==> src/rtl/regfile_pkg.sv <==
// Shared types and constants for the 32-entry register file write side.
package regfile_pkg;

    localparam int unsigned NUM_REGS = 32;
    localparam int unsigned ADDR_W   = 5;
    localparam int unsigned DATA_W   = 64;
    localparam logic [ADDR_W-1:0] ZERO_REG = 5'd31;

    typedef struct packed {
        logic [ADDR_W-1:0] addr;
        logic [DATA_W-1:0] data;
    } wb_entry_t;

endpackage

==> src/rtl/regfile_wr_port_decoder5_32.sv <==
// 5-to-32 one-hot decoder; all zero when disabled.
module decoder5_32 (
    input  logic        en,
    input  logic [4:0]  addr,
    output logic [31:0] out
);

    always_comb begin
        out = '0;
        if (en) begin
            out[addr] = 1'b1;
        end
    end

endmodule

==> src/rtl/regfile_wr_port.sv <==
// Register file write port: valid/ready writeback FIFO draining one entry per cycle.
// Optional bypass lookup of pending writes is built when REGFILE_WR_BYPASS_EN is defined.
module regfile_wr_port
    import regfile_pkg::*;
#(
    parameter int unsigned WIDTH = 64,
    parameter int unsigned DEPTH = 2
) (
    input  logic                clk,
    input  logic                reset,
    input  logic                in_valid,
    output logic                in_ready,
    input  logic [ADDR_W-1:0]   in_addr,
    input  logic [WIDTH-1:0]    in_data,
    input  logic                rf_stall,
    output logic [NUM_REGS-1:0] wr_en,
    output logic [WIDTH-1:0]    wr_data,
    input  logic [ADDR_W-1:0]   rd_addr,
    output logic                fwd_hit,
    output logic [WIDTH-1:0]    fwd_data,
    output logic                busy
);

    localparam int unsigned PTR_W = $clog2(DEPTH);
    localparam int unsigned CNT_W = PTR_W + 1;

    wb_entry_t          mem [DEPTH];
    logic [PTR_W-1:0]   wr_ptr;
    logic [PTR_W-1:0]   rd_ptr;
    logic [CNT_W-1:0]   count;
    wb_entry_t          head;
    logic               push;
    logic               pop;
    logic               dec_en;

    assign head     = mem[rd_ptr];
    assign in_ready = (count < CNT_W'(DEPTH));
    assign busy     = (count != '0);
    assign push     = in_valid && in_ready;
    assign pop      = busy && !rf_stall;
    assign dec_en   = pop && (head.addr != ZERO_REG);
    assign wr_data  = busy ? WIDTH'(head.data) : '0;

    // Pointers wrap naturally since DEPTH is a power of two; count disambiguates full/empty.
    always_ff @(posedge clk or posedge reset) begin
        if (reset) begin
            wr_ptr <= '0;
            rd_ptr <= '0;
            count  <= '0;
        end else begin
            if (push) begin
                wr_ptr <= PTR_W'(wr_ptr + PTR_W'(1));
            end
            if (pop) begin
                rd_ptr <= PTR_W'(rd_ptr + PTR_W'(1));
            end
            case ({push, pop})
                2'b10:   count <= CNT_W'(count + CNT_W'(1));
                2'b01:   count <= CNT_W'(count - CNT_W'(1));
                default: count <= count;
            endcase
        end
    end

    // Entry storage needs no reset: contents are only observed while counted valid.
    always_ff @(posedge clk) begin
        if (push) begin
            mem[wr_ptr] <= '{addr: in_addr, data: DATA_W'(in_data)};
        end
    end

    decoder5_32 u_dec (
        .en   (dec_en),
        .addr (head.addr),
        .out  (wr_en)
    );

`ifdef REGFILE_WR_BYPASS_EN
    // Walk oldest to youngest so the youngest match overrides older ones.
    always_comb begin
        fwd_hit  = 1'b0;
        fwd_data = '0;
        for (int unsigned i = 0; i < DEPTH; i++) begin
            if ((CNT_W'(i) < count) && (rd_addr != ZERO_REG) &&
                (mem[PTR_W'(rd_ptr + PTR_W'(i))].addr == rd_addr)) begin
                fwd_hit  = 1'b1;
                fwd_data = WIDTH'(mem[PTR_W'(rd_ptr + PTR_W'(i))].data);
            end
        end
    end
`else
    logic bypass_unused;
    assign bypass_unused = ^rd_addr;
    assign fwd_hit       = 1'b0;
    assign fwd_data      = '0;
`endif

endmodule

==> config.mk <==
export PLATFORM = sky130hd
export DESIGN_NAME = regfile_wr_port
export DESIGN_NICKNAME = d
export VERILOG_FILES = /design/src/rtl/regfile_pkg.sv /design/src/rtl/regfile_wr_port_decoder5_32.sv /design/src/rtl/regfile_wr_port.sv
export SDC_FILE = /design/constraint.sdc
export NUM_CORES = 1
export LEC_CHECK = 0
export CAP_MARGIN = 0
export CORE_ASPECT_RATIO = 0.8
export CORE_MARGIN = 5
export CORE_UTILIZATION = 45
export CTS_BUF_LIST = sky130_fd_sc_hd__clkbuf_8
export CTS_CLUSTER_SIZE = 24
export DETAILED_ROUTE_END_ITERATION = 8
export HOLD_SLACK_MARGIN = 0.1
export PLACE_DENSITY = 0.88
export SYNTH_ARGS = -nofsm -noshare
export SYNTH_HDL_FRONTEND = slang
export SYNTH_HIERARCHICAL = 1
export SYNTH_SLANG_ARGS = --single-unit
==> constraint.sdc <==
create_clock -name clk -period 5.06 [get_ports clk]
set_input_delay 1.012 -clock clk [delete_from_list [all_inputs] [get_ports clk]]
set_output_delay 1.012 -clock clk [all_outputs]
set_load 0.05 [all_outputs]
==> results.cfg, run 1 <==
[synthesis]
synth_commonest_cells = 138 x edfxtp_1, 100 x nor2_1, 70 x buf_4
yosys.cell_count.top_type = edfxtp_1
synth.largest_area_cell = edfxtp_1
avgSynthCellArea_sq_um = 14.5
synth_edf_count = 138
synthFlopType = edfxtp_1
synth-seq-cells = 142
synth.top_cell.area_share_pct = 67.4
syn-cell-area_sq_um = 6150
yosysWarnings = 6
ys_async_sr_fraction_pct = 2.82
synthDistinctLibCells = 27
syn_inst = 423
yosys-top-cells-area = edfxtp_1 67%, mux2i_1 10%, buf_4 8.5%
synth-seq-area-share_pct = 69.0

[critical_path]
startpoint_type = input port
worstPathRequired_ns = 4.05
r2r-start = count[1]$_DFFE_PP0P_
r2r_slack_ns = 2.84
worstPathCellList = clkdlybuf4s50_1 -> nor2_1 -> a21boi_2 -> or4b_1 -> nor2_1 -> clkdlybuf4s50_1
crit_path_max_fanout = 8
slowest_delay_ns = 0.84
arrival_ns = 3.59
r2r_end = mem[0][13]$_DFFE_PP_
crit_type = input port to primary output
critical_path_buf_inv_count = 2
cp.depth = 6
path_delay_family = buffers and inverters
reg2reg_depth = 4
slowest_stage = clkdlybuf4s50_1
cp-end-kind = primary output

[cts]
cts_root_buffer = clkbuf_8
postCtsSetupBuffers = 0
cts_max_level = 4
cts_buffers = 17
clockBufferDepth = 2
numClockSinks = 142
cts_resized = 0
holdBufCountCts = 0
cts_tree = built
clk_latency_ns = 0.44
clk_pin_slew_ns = 0.08

[timing]
maxSlewHeadroom_pct = 34.0
setup_viol = 0
fmax_mhz = 217
min_period_over_period_pct = 90.9
finalWorstSetupSlack_ns = 0.462
min_period_ns = 4.60
clock-skew-final_ns = 0.00878
setup_tns_ns = 0
hold-worst-slack_ns = 0.564
rsz0062_at_grt = false
hold_viol_final = 0
worst_pin_slew_ns = 0.989
slew_violations = 0

[routing]
ant_nets = 0
vias = 3702
drtIter0Drc = 150
wl_per_cell_microns = 16.1
drcViolationCount = 0
via_per_inst = 4.69
drt_wl_total_microns = 12700
dr.pass1.iters = 5

[placement]
place.gp.congestion = 0.771
placed_area_sq_um = 7760
dp.cells = 757
portBuffers = 170
place_ws_ns = 0.450
dp_hpwl_microns = 8710

[min_path]
worstHoldPathCells = 1
hold_end = wr_ptr$_DFFE_PP0P_
min_path_type = register to register
min_from = wr_ptr$_DFFE_PP0P_

[floorplan]
initial_core_util_pct = 45.7
rows = 38
die_h_microns = 115
die_area_sq_um = 16100
ioPinCount = 241
core_sq_um = 13500
die_w_microns = 141

[power_and_ir_drop]
swShare_pct = 46.7
power_mw = 5.27
irDropWorstVdd_v = 0.000482
comb_power_share_pct = 52.8
intPower_mw = 2.81
p_per_area_nw_per_um2 = 648
leakagePower_nw = 3.03
seqPwrFrac_pct = 31.4
clkPwrFrac_pct = 15.8
switching_power_mw = 2.46

[final_layout]
design_area_sq_um = 8130
diodes = 0
nets = 675
syn2layout_area_growth_pct = 32.2
finish.cell_count_without_fillers = 789
layout-drive-gt1-share_pct = 7.39
postLayoutCoreUtil_pct = 60.4

[grt]
grt_overflow = 0
grt_use_total_pct = 15.9
grt_max_degree = 70
grt_pass1_vias = 3809
grt_pass1_wl_microns = 19600
antenna_found_initial = 0

[run_status]
status = finished, final reports clean

[flow_run]
cap_violations = 0
==> metal layers <==
layer	vias up	global-route usage, %	share of wire, %
li1	1713	-	-
met1	1789	16.8	36
met2	182	27.8	51
met3	18	6.64	11
met4	0	7.17	2.0
met5	-	0	0
==> cell usage in the layout, fill, tap and decap left out, types with 3 or more instances in the layout <==
master,Yosys,routed
nand4b_1,3,3
nor2_1,100,98
clkdlybuf4s50_1,0,170
mux2i_1,64,64
dfrtp_1,4,3
nand2_1,3,3
clkbuf_8,0,17
conb_1,1,65
inv_1,3,3
mux2_4,3,3
buf_4,70,3
edfxtp_1,138,138
nand4bb_1,3,3
xnor2_1,4,4
inv_6,0,5
==> worst max-delay path by stage <==
| stage | to | startpoint |
|---|---|---|
| floorplan | mem[0][0]$_DFFE_PP_ | in_valid |
| global placement | wr_en[0] | rf_stall |
| detailed placement | wr_en[1] | rf_stall |
| CTS | wr_en[1] | rd_ptr$_DFFE_PP0P_ |
| global route | wr_en[1] | rd_ptr$_DFFE_PP0P_ |
| finish | wr_en[1] | rf_stall |
==> power groups by stage <==
stage               sequential (mW)  clock [mW]  combinational, mW
floorplan                      1.62           0               2.06
global placement               1.67           0               2.77
detailed placement             1.69           0               2.80
CTS                            1.66       0.858               2.81
global route                   1.68       0.910               2.92
finish                         1.65       0.834               2.78
==> registers in the layout (all words and copies together) (netlist names) <==
signal / flops
rd_ptr: 1
mem: 138
wr_ptr: 1
count: 2
==> final cells by class <==
| cell class | instances | area [sq um] |
|---|---|---|
| tap | 180 | 225 |
| clock buffer | 17 | 234 |
| multi-input combinational | 259 | 1550 |
| clock inverter | 15 | 135 |
| sequential | 142 | 4250 |
| inverter | 3 | 11.3 |
| timing repair buffer | 173 | 1720 |
| fill | 1008 | 5330 |
==> kinds of logic after synthesis <==
kind of cell             Yosys count  synth area share (%)
multiplexers                      69                  11.5
other                              1                0.0610
AO/OA/AOI/OAI                      2                 0.264
flip-flops                       142                  69.0
adder cells (fa/ha/maj)            1                 0.203
XOR/XNOR                           5                 0.712
buffers and inverters             86                  10.0
AND/OR/NAND/NOR                  117                  8.20
Note: power is estimated with default switching activity, not from simulation.
==> run 2, diff against run 1 <==
- CORE_UTILIZATION: 45 -> 36
- PLACE_DENSITY: 0.88 -> 0.74
==> run 2 against run 1 <==
Compared with the run above: clock-buffer cell count did not move; via count fell by 0.54%; combinational power about the same; final area grew 0.35%; sequential share of layout area decreased by 0.18 points; maximum frequency grew 0.39%; die area grew 23%; worst hold slack better by 0.0018 ns; non-clock buffer count did not move; cell count increased by 4.9%; sequential power is essentially flat; first-iteration DRC count down 6.7%; largest power group unchanged.
==> results.cfg, run 2 (synthesized netlist as in run 1, its figures left out) <==
[timing]
clock-skew-final_ns = 0.00769
finalWorstSetupSlack_ns = 0.480
setup_tns_ns = 0
setup_viol = 0
rsz0062_at_grt = false
maxSlewHeadroom_pct = 34.1
min_period_over_period_pct = 90.5
slew_violations = 0
min_period_ns = 4.58
hold_viol_final = 0
fmax_mhz = 218
worst_pin_slew_ns = 0.989
hold-worst-slack_ns = 0.566

[cts]
cts_buffers = 17
cts_tree = built
cts_root_buffer = clkbuf_8
postCtsSetupBuffers = 0
holdBufCountCts = 0
clockBufferDepth = 2
cts_max_level = 4
clk_pin_slew_ns = 0.07
cts_resized = 0
clk_latency_ns = 0.43
numClockSinks = 142

[final_layout]
diodes = 0
syn2layout_area_growth_pct = 32.6
layout_commonest_cell = clkdlybuf4s50_1
top_regs = mem: 138 flops, count: 2 flops
layout-drive-gt1-share_pct = 6.91
nets = 675
largest_register = mem
layout_common_cells = 169 x clkdlybuf4s50_1, 138 x edfxtp_1, 98 x nor2_1, 65 x conb_1, 64 x mux2i_1
finish.cell_count_without_fillers = 828
largest_reg_flops = 138
postLayoutCoreUtil_pct = 49.0

[grt]
grt_use_total_pct = 13.4
grt_pass1_vias = 3844
grt_pass1_wl_microns = 20200
antenna_found_initial = 0
grt_max_degree = 70
grt_overflow = 0

[routing]
drt-met1-wl_microns = 5160
wl_met2_microns = 6650
wl_per_cell_microns = 16.2
drt_wl_total_microns = 13500
via_per_inst = 4.45
ant_nets = 0
dr.pass1.iters = 4
drcViolationCount = 0
top_layer = met4
met3_length_microns = 1360
vias = 3682
drtIter0Drc = 140

[placement]
dp_hpwl_microns = 9360
place.gp.congestion = 0.734
portBuffers = 170
dp.cells = 797
place_ws_ns = 0.469

[power_and_ir_drop]
p_per_area_nw_per_um2 = 642
comb_power_share_pct = 53.5
intPower_mw = 2.79
irDropWorstVdd_v = 0.000428
swShare_pct = 46.7
seqPwrFrac_pct = 31.6
clkPwrFrac_pct = 14.9
leakagePower_nw = 3.02
switching_power_mw = 2.45

[critical_path]
r2r-start = count[1]$_DFFE_PP0P_
startpoint_type = input port
worstPathRequired_ns = 4.05
crit_path_max_fanout = 8
arrival_ns = 3.57
cp-end-kind = primary output
crit_type = input port to primary output
critPathLaunch = rf_stall

[floorplan]
die_area_sq_um = 19800
rows = 42
die_w_microns = 156
die_h_microns = 127
ioPinCount = 241
core_sq_um = 16700
initial_core_util_pct = 36.9

[run_status]
status = finished, final reports clean

[flow_run]
cap_violations = 0

[min_path]
min_from = wr_ptr$_DFFE_PP0P_
min_path_type = register to register
## run 2: worst paths after layout
check | endpoint | slack, ns | cells after the start
setup / recovery | wr_en[1] | 0.48 | 6
hold / removal | wr_ptr$_DFFE_PP0P_ | 0.57 | 1
setup reg to reg | mem[0][60]$_DFFE_PP_ | 2.94 | 4
hold reg to reg | wr_ptr$_DFFE_PP0P_ | 0.57 | 1
max in group asynchronous | rd_ptr$_DFFE_PP0P_ | 4.12 | 2
min in group asynchronous | rd_ptr$_DFFE_PP0P_ | 0.77 | 2
## run 2: area by class of cell
type | instances | area (sq um)
repair buffers | 173 | 1730
flip-flops and latches | 142 | 4250
clock buffers | 17 | 234
inverters | 3 | 11.3
fillers | 1416 | 8500
well taps | 220 | 275
multi-input cells | 259 | 1550
clock inverters | 14 | 104
## run 2: stage by stage
step           instance area [sq um]  total power, mW
3_3_place_gp                    7820             4.48
2_1_floorplan                   6390             3.68
3_5_place_dp                    7820             4.51
5_1_grt                         8160             5.48
4_1_cts                         8160             5.31
6_report                        8160             5.24
## run 2: metal layers
layer	vias to the layer above	GRT usage, %
met5	-	0
met4	0	5.36
met3	24	4.97
met2	188	23.6
met1	1753	14.5
li1	1717	-
## run 2: worst max-delay path: stages
cell	delay, ns
clkdlybuf4s50_1	0.40
nor2_1	0.26
a21boi_2	0.39
or4b_1	0.57
nor2_1	0.13
clkdlybuf4s50_1	0.81
## run 2: power groups by stage
stage               clock, mW  combinational, mW  sequential, mW
floorplan                   0               2.06            1.62
global placement            0               2.81            1.67
detailed placement          0               2.83            1.68
CTS                     0.805               2.84            1.66
global route            0.863               2.94            1.68
finish                  0.780               2.80            1.65
